### src/rtl/graphics_pkg.sv
`default_nettype none
// ============================================================================
// Package    : graphics_pkg
// Purpose    : Definitions shared by the scanout path. Holds the default VRAM
//              and FIFO word and address widths, which must match the
//              asyncfifo instantiation. Also holds the state encoding of the
//              VRAM fetch arbiter.
// Ports      : none
// Revision   : 1.0 - initial release
// ============================================================================
package graphics_pkg;

  localparam int unsigned GFX_DATA_WIDTH = 16;
  localparam int unsigned GFX_ADDR_WIDTH = 16;

  typedef enum logic [2:0] {
    ARB_IDLE     = 3'd0,
    ARB_DISP_RD  = 3'd1,
    ARB_DISP_WR  = 3'd2,
    ARB_DISP_GAP = 3'd3,
    ARB_CPU_ACC  = 3'd4
  } arb_state_e;

endpackage
`default_nettype wire

### src/rtl/vram_fetch_counter.sv
`default_nettype none
// ============================================================================
// Module     : vram_fetch_counter
// Purpose    : Display fetch pointer and per-frame remaining-word counter.
//              It also parks a frame_start reload until the arbiter says the
//              pointer may change.
// Ports      : clk, reset (sync, active-low)
//              frame_start, base_addr, frame_words - frame reload request
//              reload_ok       - arbiter allows a reload this cycle
//              step            - one word was written to the FIFO
//              fetch_addr      - current display fetch address
//              words_left      - remaining word count is nonzero
//              restart_pending - a reload is waiting (or arriving now)
// Revision   : 1.0 - initial release
// ============================================================================
module vram_fetch_counter
  import graphics_pkg::*;
#(
  parameter int unsigned ADDR_WIDTH  = GFX_ADDR_WIDTH,
  parameter int unsigned COUNT_WIDTH = 17
) (
  input  logic                   clk,
  input  logic                   reset,
  input  logic                   frame_start,
  input  logic [ADDR_WIDTH-1:0]  base_addr,
  input  logic [COUNT_WIDTH-1:0] frame_words,
  input  logic                   reload_ok,
  input  logic                   step,
  output logic [ADDR_WIDTH-1:0]  fetch_addr,
  output logic                   words_left,
  output logic                   restart_pending
);

  logic [ADDR_WIDTH-1:0]  fetch_addr_q, fetch_addr_d;
  logic [COUNT_WIDTH-1:0] remaining_q, remaining_d;
  logic                   pend_q, pend_d;
  logic [ADDR_WIDTH-1:0]  pend_addr_q, pend_addr_d;
  logic [COUNT_WIDTH-1:0] pend_words_q, pend_words_d;

  assign fetch_addr      = fetch_addr_q;
  assign words_left      = (remaining_q != '0);
  assign restart_pending = pend_q | frame_start;

  always_comb begin
    fetch_addr_d = fetch_addr_q;
    remaining_d  = remaining_q;
    pend_d       = pend_q;
    pend_addr_d  = pend_addr_q;
    pend_words_d = pend_words_q;

    // A newer frame_start always overwrites a parked one.
    if (frame_start) begin
      pend_addr_d  = base_addr;
      pend_words_d = frame_words;
    end

    if (frame_start || pend_q) begin
      if (reload_ok) begin
        // The reload takes precedence over the post-write step.
        fetch_addr_d = frame_start ? base_addr   : pend_addr_q;
        remaining_d  = frame_start ? frame_words : pend_words_q;
        pend_d       = 1'b0;
      end else begin
        pend_d = 1'b1;
      end
    end else if (step) begin
      fetch_addr_d = fetch_addr_q + ADDR_WIDTH'(1);
      if (remaining_q != '0) begin
        remaining_d = remaining_q - COUNT_WIDTH'(1);
      end
    end
  end

  always_ff @(posedge clk) begin
    if (!reset) begin
      fetch_addr_q <= '0;
      remaining_q  <= '0;
      pend_q       <= 1'b0;
      pend_addr_q  <= '0;
      pend_words_q <= '0;
    end else begin
      fetch_addr_q <= fetch_addr_d;
      remaining_q  <= remaining_d;
      pend_q       <= pend_d;
      pend_addr_q  <= pend_addr_d;
      pend_words_q <= pend_words_d;
    end
  end

endmodule
`default_nettype wire

### src/rtl/vram_fetch_arbiter.sv
`default_nettype none
// ============================================================================
// Module     : vram_fetch_arbiter
// Purpose    : Write-side controller of the scanout FIFO. It shares one VRAM
//              port between display prefetch and CPU accesses. Display has
//              priority, but the CPU waits at most BURST_LIMIT display words.
// Ports      : clk, reset (sync, active-low)
//              frame_start, base_addr, frame_words - frame fetch setup
//              fifo_can_write, fifo_write, fifo_write_data - FIFO write side
//              mem_req, mem_we, mem_addr, mem_wdata, mem_ready, mem_rdata
//                - single VRAM port, one transaction outstanding
//              cpu_req, cpu_we, cpu_addr, cpu_wdata, cpu_ack, cpu_rdata
//                - CPU access handshake
//              busy - display words still to be fetched this frame
// Revision   : 1.0 - initial release
// ============================================================================
module vram_fetch_arbiter
  import graphics_pkg::*;
#(
  parameter int unsigned DATA_WIDTH  = GFX_DATA_WIDTH,
  parameter int unsigned ADDR_WIDTH  = GFX_ADDR_WIDTH,
  parameter int unsigned COUNT_WIDTH = 17,
  parameter int unsigned BURST_LIMIT = 8
) (
  input  logic                   clk,
  input  logic                   reset,
  input  logic                   frame_start,
  input  logic [ADDR_WIDTH-1:0]  base_addr,
  input  logic [COUNT_WIDTH-1:0] frame_words,
  input  logic                   fifo_can_write,
  output logic                   fifo_write,
  output logic [DATA_WIDTH-1:0]  fifo_write_data,
  output logic                   mem_req,
  output logic                   mem_we,
  output logic [ADDR_WIDTH-1:0]  mem_addr,
  output logic [DATA_WIDTH-1:0]  mem_wdata,
  input  logic                   mem_ready,
  input  logic [DATA_WIDTH-1:0]  mem_rdata,
  input  logic                   cpu_req,
  input  logic                   cpu_we,
  input  logic [ADDR_WIDTH-1:0]  cpu_addr,
  input  logic [DATA_WIDTH-1:0]  cpu_wdata,
  output logic                   cpu_ack,
  output logic [DATA_WIDTH-1:0]  cpu_rdata,
  output logic                   busy
);

  localparam int unsigned        BURST_W   = $clog2(BURST_LIMIT + 1);
  localparam logic [BURST_W-1:0] BURST_MAX = BURST_W'(BURST_LIMIT);

  arb_state_e            state_q, state_d;
  logic                  mem_req_q, mem_req_d;
  logic                  mem_we_q, mem_we_d;
  logic [ADDR_WIDTH-1:0] mem_addr_q, mem_addr_d;
  logic [DATA_WIDTH-1:0] mem_wdata_q, mem_wdata_d;
  logic                  fifo_write_q, fifo_write_d;
  logic [DATA_WIDTH-1:0] fifo_write_data_q, fifo_write_data_d;
  logic                  cpu_ack_q, cpu_ack_d;
  logic [DATA_WIDTH-1:0] cpu_rdata_q, cpu_rdata_d;
  logic [BURST_W-1:0]    burst_cnt_q, burst_cnt_d;

  logic [ADDR_WIDTH-1:0] fetch_addr;
  logic                  words_left;
  logic                  restart_pending;
  logic                  reload_ok;
  logic                  step;
  logic                  disp_want;
  logic                  cpu_req_eff;

  // The pointer may move whenever no display read is waiting on VRAM. An
  // open read or CPU access defers the reload until mem_ready.
  assign reload_ok = (state_q == ARB_IDLE) || (state_q == ARB_DISP_GAP) ||
                     (state_q == ARB_DISP_WR) ||
                     (((state_q == ARB_DISP_RD) || (state_q == ARB_CPU_ACC)) && mem_ready);
  assign step      = (state_q == ARB_DISP_WR);

  vram_fetch_counter #(
    .ADDR_WIDTH (ADDR_WIDTH),
    .COUNT_WIDTH(COUNT_WIDTH)
  ) u_counter (
    .clk            (clk),
    .reset          (reset),
    .frame_start    (frame_start),
    .base_addr      (base_addr),
    .frame_words    (frame_words),
    .reload_ok      (reload_ok),
    .step           (step),
    .fetch_addr     (fetch_addr),
    .words_left     (words_left),
    .restart_pending(restart_pending)
  );

  always_comb begin
    state_d           = state_q;
    mem_we_d          = mem_we_q;
    mem_addr_d        = mem_addr_q;
    mem_wdata_d       = mem_wdata_q;
    fifo_write_data_d = fifo_write_data_q;
    cpu_ack_d         = 1'b0;
    cpu_rdata_d       = cpu_rdata_q;
    burst_cnt_d       = burst_cnt_q;

    // cpu_req is still high during the ack cycle. It must not restart the
    // same access.
    cpu_req_eff = cpu_req & ~cpu_ack_q;
    disp_want   = words_left & fifo_can_write & ~restart_pending;

    unique case (state_q)
      ARB_IDLE: begin
        if (cpu_req_eff && ((burst_cnt_q == BURST_MAX) || !disp_want)) begin
          state_d     = ARB_CPU_ACC;
          mem_we_d    = cpu_we;
          mem_addr_d  = cpu_addr;
          mem_wdata_d = cpu_wdata;
        end else if (disp_want) begin
          state_d    = ARB_DISP_RD;
          mem_we_d   = 1'b0;
          mem_addr_d = fetch_addr;
        end
      end
      ARB_DISP_RD: begin
        if (mem_ready) begin
          // A restart during the read drops the word it returns.
          if (restart_pending) begin
            state_d = ARB_IDLE;
          end else begin
            state_d           = ARB_DISP_WR;
            fifo_write_data_d = mem_rdata;
          end
        end
      end
      ARB_DISP_WR: begin
        state_d = ARB_DISP_GAP;
        if (cpu_req) begin
          if (burst_cnt_q != BURST_MAX) begin
            burst_cnt_d = burst_cnt_q + BURST_W'(1);
          end
        end else begin
          burst_cnt_d = '0;
        end
      end
      ARB_DISP_GAP: begin
        state_d = ARB_IDLE;
      end
      ARB_CPU_ACC: begin
        if (mem_ready) begin
          state_d     = ARB_IDLE;
          cpu_ack_d   = 1'b1;
          cpu_rdata_d = mem_rdata;
          burst_cnt_d = '0;
        end
      end
      default: begin
        state_d = ARB_IDLE;
      end
    endcase

    // The outputs are registered, so they are decoded from the next state.
    mem_req_d    = (state_d == ARB_DISP_RD) || (state_d == ARB_CPU_ACC);
    fifo_write_d = (state_d == ARB_DISP_WR);
    if (!mem_req_d) begin
      mem_we_d = 1'b0;
    end
  end

  always_ff @(posedge clk) begin
    if (!reset) begin
      state_q           <= ARB_IDLE;
      mem_req_q         <= 1'b0;
      mem_we_q          <= 1'b0;
      mem_addr_q        <= '0;
      mem_wdata_q       <= '0;
      fifo_write_q      <= 1'b0;
      fifo_write_data_q <= '0;
      cpu_ack_q         <= 1'b0;
      cpu_rdata_q       <= '0;
      burst_cnt_q       <= '0;
    end else begin
      state_q           <= state_d;
      mem_req_q         <= mem_req_d;
      mem_we_q          <= mem_we_d;
      mem_addr_q        <= mem_addr_d;
      mem_wdata_q       <= mem_wdata_d;
      fifo_write_q      <= fifo_write_d;
      fifo_write_data_q <= fifo_write_data_d;
      cpu_ack_q         <= cpu_ack_d;
      cpu_rdata_q       <= cpu_rdata_d;
      burst_cnt_q       <= burst_cnt_d;
    end
  end

  assign mem_req         = mem_req_q;
  assign mem_we          = mem_we_q;
  assign mem_addr        = mem_addr_q;
  assign mem_wdata       = mem_wdata_q;
  assign fifo_write      = fifo_write_q;
  assign fifo_write_data = fifo_write_data_q;
  assign cpu_ack         = cpu_ack_q;
  assign cpu_rdata       = cpu_rdata_q;
  assign busy            = words_left;

endmodule
`default_nettype wire

### config.mk
export PLATFORM = sky130hd
export DESIGN_NAME = vram_fetch_arbiter
export DESIGN_NICKNAME = d
export VERILOG_FILES = /design/src/rtl/graphics_pkg.sv /design/src/rtl/vram_fetch_counter.sv /design/src/rtl/vram_fetch_arbiter.sv
export SDC_FILE = /design/constraint.sdc
export NUM_CORES = 1
export LEC_CHECK = 0
export BUFFER_PORTS_ARGS = -buffer_cell sky130_fd_sc_hd__buf_2
export CAP_MARGIN = 10
export CORE_MARGIN = 2
export CORE_UTILIZATION = 48
export CTS_CLUSTER_SIZE = 28
export DETAILED_ROUTE_END_ITERATION = 8
export HOLD_SLACK_MARGIN = 0.06
export PLACE_DENSITY_LB_ADDON = 0.1
export SETUP_SLACK_MARGIN = 0.3
export SLEW_MARGIN = 10
export SYNTH_ARGS = -nofsm -noshare
export SYNTH_HDL_FRONTEND = slang
export SYNTH_SLANG_ARGS = --single-unit
### constraint.sdc
create_clock -name clk -period 2.5 [get_ports clk]
set_input_delay 0.25 -clock clk [delete_from_list [all_inputs] [get_ports clk]]
set_output_delay 0.25 -clock clk [all_outputs]
set_load 0.01 [all_outputs]
Word-level counts from Yosys, hierarchy flattened
Cells that the tools add are included.
{ "totals": {"ff_bits": 142, "latch_bits": 0, "mem_bits_rw": 0, "rom_bits": 0, "in_bits": 88, "output_inout_bits": 69, "wordCells": 86, "n_memories": 0} }
{ "op_classes": {"addsub": 3, "multipliers": 0, "div": 0, "n_lt_le_gt_ge": 0, "eq_ne": 12, "n_shift": 0, "mux": 25, "n_bitwise": 6, "reduce_logical": 25} }
{ "op_table": {"columns": ["op", "n"], "rows": [
  ["$mux W16", 6],
  ["$mux W17", 5],
  ["$reduce_bool A17 Y1", 1],
  ["$sub A17 B1 Y17 const B", 1],
  ["$add A16 B1 Y16 const B", 1],
  ["$mux W3", 4],
  ["$mux W4", 3],
  ["$pmux W3 S4", 1],
  ["$reduce_and A2 Y1", 6],
  ["$eq A3 B2 Y1 const B", 3],
  ["$reduce_and A3 Y1", 3],
  ["$pmux W4 S2", 1],
  ["$reduce_bool A2 Y1", 4],
  ["$logic_or A1 B1 Y1", 7],
  ["$eq A3 B1 Y1 const B", 2],
  ["$eq A3 B3 Y1 const B", 2],
  ["$add A4 B1 Y4 const B", 1],
  ["$eq A4 B4 Y1 const B", 1],
  ["$mux W1", 4],
  ["$ne A2 B2 Y1 const B", 2],
  ["$ne A4 B4 Y1 const B", 1],
  ["$and A1 B1 Y1", 3],
  ["$logic_not A3 Y1", 1],
  ["$ne A3 B2 Y1 const B", 1],
  ["5 further kinds", 7]
]} }

Longest topological paths before layout
{ "logic_depth": {"ltp_word": 11, "ltp_mapped": 8} }

Modules after synthesis
Synthesis repeated with hierarchy kept, for this count alone.
{ "hier_totals": {"hier_cells": 765, "hier_area_um2": 6386.1} }
{ "by_module_without_submodules": {"columns": ["module", "instances", "cells_per_inst", "area_each_um2"], "rows": [
  ["vram_fetch_counter", 1, 410, 3460.8],
  ["vram_fetch_arbiter", 1, 355, 2925.3]
]} }

Least setup slack after synthesis
No wires, ideal clock.
{ "synth_path": {"path_kind": "flip-flop to flip-flop", "start": "register u_counter.remaining_q[0]", "end": "register u_counter.remaining_q[16]", "setup_time_ns": 0.130, "arrival_ns": 1.750, "required_ns": 2.370, "slack_ns": 0.619, "path_stages_with_launch": 9, "n_path_buf": 1, "synth_period_minus_slack_ns": 1.881, "cell_sequence": "dfxtp_1 -> inv_1 -> ha_1 -> nor3b_1 -> and3_1 -> buf_2 -> a21oi_1 -> o311ai_1 -> o31ai_1"} }
{ "synth_between": {"elab_chain_len": 4} }
{ "synth_lines": {"columns": ["item", "line", "rtl"], "rows": [
  ["start, declared", "vram_fetch_counter.sv:35", "logic [COUNT_WIDTH-1:0] remaining_q, remaining_d;"],
  ["start signal, assigned", "vram_fetch_counter.sv:83", "remaining_q <= remaining_d;"],
  ["$sub A17 B1 Y17", "vram_fetch_counter.sv:69", "remaining_d = remaining_q - COUNT_WIDTH'(1);"],
  ["$mux W17", "vram_fetch_counter.sv:68", "if (remaining_q != '0) begin"],
  ["$mux W17", "vram_fetch_counter.sv:66", "end else if (step) begin"],
  ["$mux W17", "vram_fetch_counter.sv:57", "if (frame_start || pend_q) begin"]
]} }
Parallel ways exist; a longest one is shown, timed or not. The select of a mux whose other input is x is not followed.
A chain may end at the register's enable or synchronous reset.

Worst setup path in the final report
{ "layout_path": {"start": "register u_counter.remaining_q[11]", "end": "output busy"} }
{ "layout_between": {"elab_chain_len": 1} }
{ "layout_lines": {"columns": ["item", "line", "rtl"], "rows": [
  ["$reduce_bool A17 Y1", "vram_fetch_counter.sv:41", "assign words_left = (remaining_q != '0);"],
  ["end, declared", "vram_fetch_arbiter.sv:45", "output logic busy"]
]} }
Every way passes these cells.

==> metrics.yaml <==
crit_family: "simple AND/OR/NAND/NOR gates"
cp_data_required_time_ns: 2.25
fmax_mhz: 470
drv_cap: 0
setup_viol: 0
hp-class: "input port to flop"
num-fill-cells: 1201
start_kind: "flop"
skew_ns: 0.00964
period_share_pct: 85.1
outcome: "completed"
drc: 0
power_mw: 6.54
cp_max_fo: 7
fp-row-count: 42
synth_edf_count: 0
cts_tree: "built"
grt_setup_unrepaired: "true"
detailed_place_hpwl_um: 12400
multi_input_area_um2: 3410
drt_iter0_drc: 306
critPathBufInv: 1
synth.distinct_cells: 68
utilization_pct: 60.9
mostFrequentLayoutCell: "buf_2"
die_w_um: 121
worstPathArrival_ns: 1.88
antenna_found_initial: 0
dr.pass1.iters: 5
die_area_um2: 14700
yosysWarnings: 0
final.setup.worst_slack_ns: 0.372
slowest_stage: "or3_1"
min_period_ns: 2.13
rr_startpoint: "u_counter.remaining_q[0]"
die_h_um: 121
syn_avg_cell_area_um2: 8.17
track_usage_pct: 24.4
grt_pass1_vias: 6019
wire_per_inst_um: 15.8
post-place-ws_ns: 0.262
ant_nets: 0
insertion_delay_ns: 0.42
ys_ff_latch: 142
cts_root_buffer: "clkbuf_16"
vdd_drop_max_mv: 0.487
slowest_delay_ns: 0.46
cts_buffer_depth: 2
avgViaCountPerCell: 5.65
maxSlewViolCount: 0
seq_area_um2: 2840
path_clk_slew_ns: 0.06
r2r_setup_slack_ns: 0.45
p_leak_nw: 3.36
grt_max_degree: 47
tritoncts.num_buffers: 17
worstMarginPinSlew_ns: 0.699
worstReg2RegEnd: "mem_addr[3]"
cts_sinks: 142
async_flop_share_pct: 0
area_growth_pct: 23.0
grt.overflow.total: 0
io_buffers: 156
slew_headroom_pct: 53.3
cts.htree.levels: 4
cp_cell_sequence: "or3_1 > nor3_1 > nand3_1 > buf_2"
drive_gt1_share_pct: 25.3
gp_congestion: 0.871
crit_end: "busy"
diodes: 0
critical_path_depth: 4
start_util_pct: 49.5
synth.largest_area_cell: "dfxtp_1"
synth_area_leaders: "dfxtp_1 43%, a21oi_1 7.0%, o21ai_0 5.4%, nand2_1 5.2%, nor2_1 4.3%"
cts_hold_buf: 0
seq_area_frac_synth_pct: 43.0
criticalPathCategory: "flop to primary output"
syn_nets: 902
layout_common_cells: "156 x buf_2, 142 x dfxtp_1, 93 x a21oi_1, 92 x nand2_1, 74 x nor2_1"
place_area_um2: 7490
core_um2: 13300
tns_ns: 0
syn_inst: 809
routed_wl_um: 17900
grt_pass1_wl_um: 29000
fin_area_um2: 8130
reg2regPathDepth: 8
synth_flop_cell: "dfxtp_1"
crit_start: "u_counter.remaining_q[11]"
via_count: 6393
io_pins: 157
nNetsFinal: 1035
endpoint_kind: "primary output"
synth_top_area_share_pct: 43.0
p_per_area_nw_per_um2: 804
finalHoldViolations: 0
syn-cell-area_um2: 6610
[registers in the layout, indices dropped and copies added (netlist names)]
| register | flops |
|---|---|
| mem_addr | 16 |
| cpu_rdata | 16 |
| cpu_ack | 1 |
| burst_cnt_q | 4 |
| u_counter.pend_q | 1 |
| mem_req | 1 |
| u_counter.remaining_q | 17 |
| mem_we | 1 |
| fifo_write_data | 16 |
| state_q | 3 |
| u_counter.pend_addr_q | 16 |
| u_counter.fetch_addr | 16 |
| mem_wdata | 16 |
| fifo_write | 1 |
| u_counter.pend_words_q | 17 |
[final cells by class]
| type | count | area share (%) |
|---|---|---|
| flip-flops and latches | 142 | 35.0 |
| clock inverters | 10 | 1.37 |
| inverters | 11 | 0.508 |
| multi-input cells | 588 | 42.0 |
| well taps | 176 | 2.71 |
| clock buffers | 22 | 5.84 |
| repair buffers | 182 | 12.6 |
[timing repair]
action | CTS | global route
gates resized for setup | 1 | 5
cloned | 0 | 0
endpoints found under the hold margin | 0 | 0
setup buffers | 2 | 0
pin swaps | 1 | 0
endpoints found under the setup margin | 5 | 23
[power breakdown]
| group | switching, mW | internal (mW) |
|---|---|---|
| Clock | 0.930 | 1.54 |
| Sequential | 0.170 | 2.47 |
| Combinational | 0.854 | 0.572 |
| Total | 1.95 | 4.58 |
[worst min path at each step]
stage	from	end	slack [ns]	cells after the start
3_3_place_gp	cpu_rdata[2]	cpu_rdata[2]	0.44	2
2_1_floorplan	mem_rdata[0]	cpu_rdata[0]	0.39	2
6_report	mem_rdata[0]	cpu_rdata[0]	0.08	3
4_1_cts	mem_rdata[0]	cpu_rdata[0]	0.06	3
3_5_place_dp	fifo_write_data[4]	fifo_write_data[4]	0.44	2
5_1_grt	mem_rdata[8]	cpu_rdata[8]	0.06	3
[worst register-to-register path, stage by stage (launching register included)]
cell and delay (ns):
dfxtp_1 0.40, inv_1 0.13, ha_1 0.22, nor4b_2 0.17
and3_2 0.28, a31oi_4 0.25, buf_6 0.25, o21ai_0 0.11
a31oi_1 0.17
[layer usage]
metal  share of wire [%]  global-route usage, %  vias up
met2                  47                   40.6      205
met1                  45                   30.8     2990
met3                 6.8                   7.14       20
met5                   0                      0        -
li1                    -                      -     3178
met4                 1.2                   7.11        0
[Yosys cell counts (6+ instances only)]
cell / instances
a21oi_1: 93
a31oi_1: 19
and2_1: 6
and3_1: 7
buf_2: 17
clkbuf_1: 38
dfxtp_1: 142
inv_1: 10
mux2i_1: 27
nand2_1: 92
nand2b_1: 6
nand3_1: 53
nand4_1: 6
nor2_1: 75
nor3_1: 18
o21ai_0: 71
o21ai_1: 6
o31ai_1: 12
[kinds of logic (layout without fill, tap and decap cells)]
kind of cell             Yosys count  count (layout)  share of synthesized area [%]
flip-flops                       142             142                           43.0
multiplexers                      30              30                           4.60
AO/OA/AOI/OAI                    259             259                           24.3
AND/OR/NAND/NOR                  294             294                           21.5
buffers and inverters             79             225                           5.62
adder cells (fa/ha/maj)            5               5                          0.947
[metrics by stage]
step                      hold WS [ns]  std cells
after CTS                       0.0642       1131
after floorplan                  0.386        809
after detailed placement         0.445       1097
final                           0.0786       1131
after global routing            0.0647       1131
after global placement           0.441       1097
No activity file was read; power rests on OpenSTA's default activity.
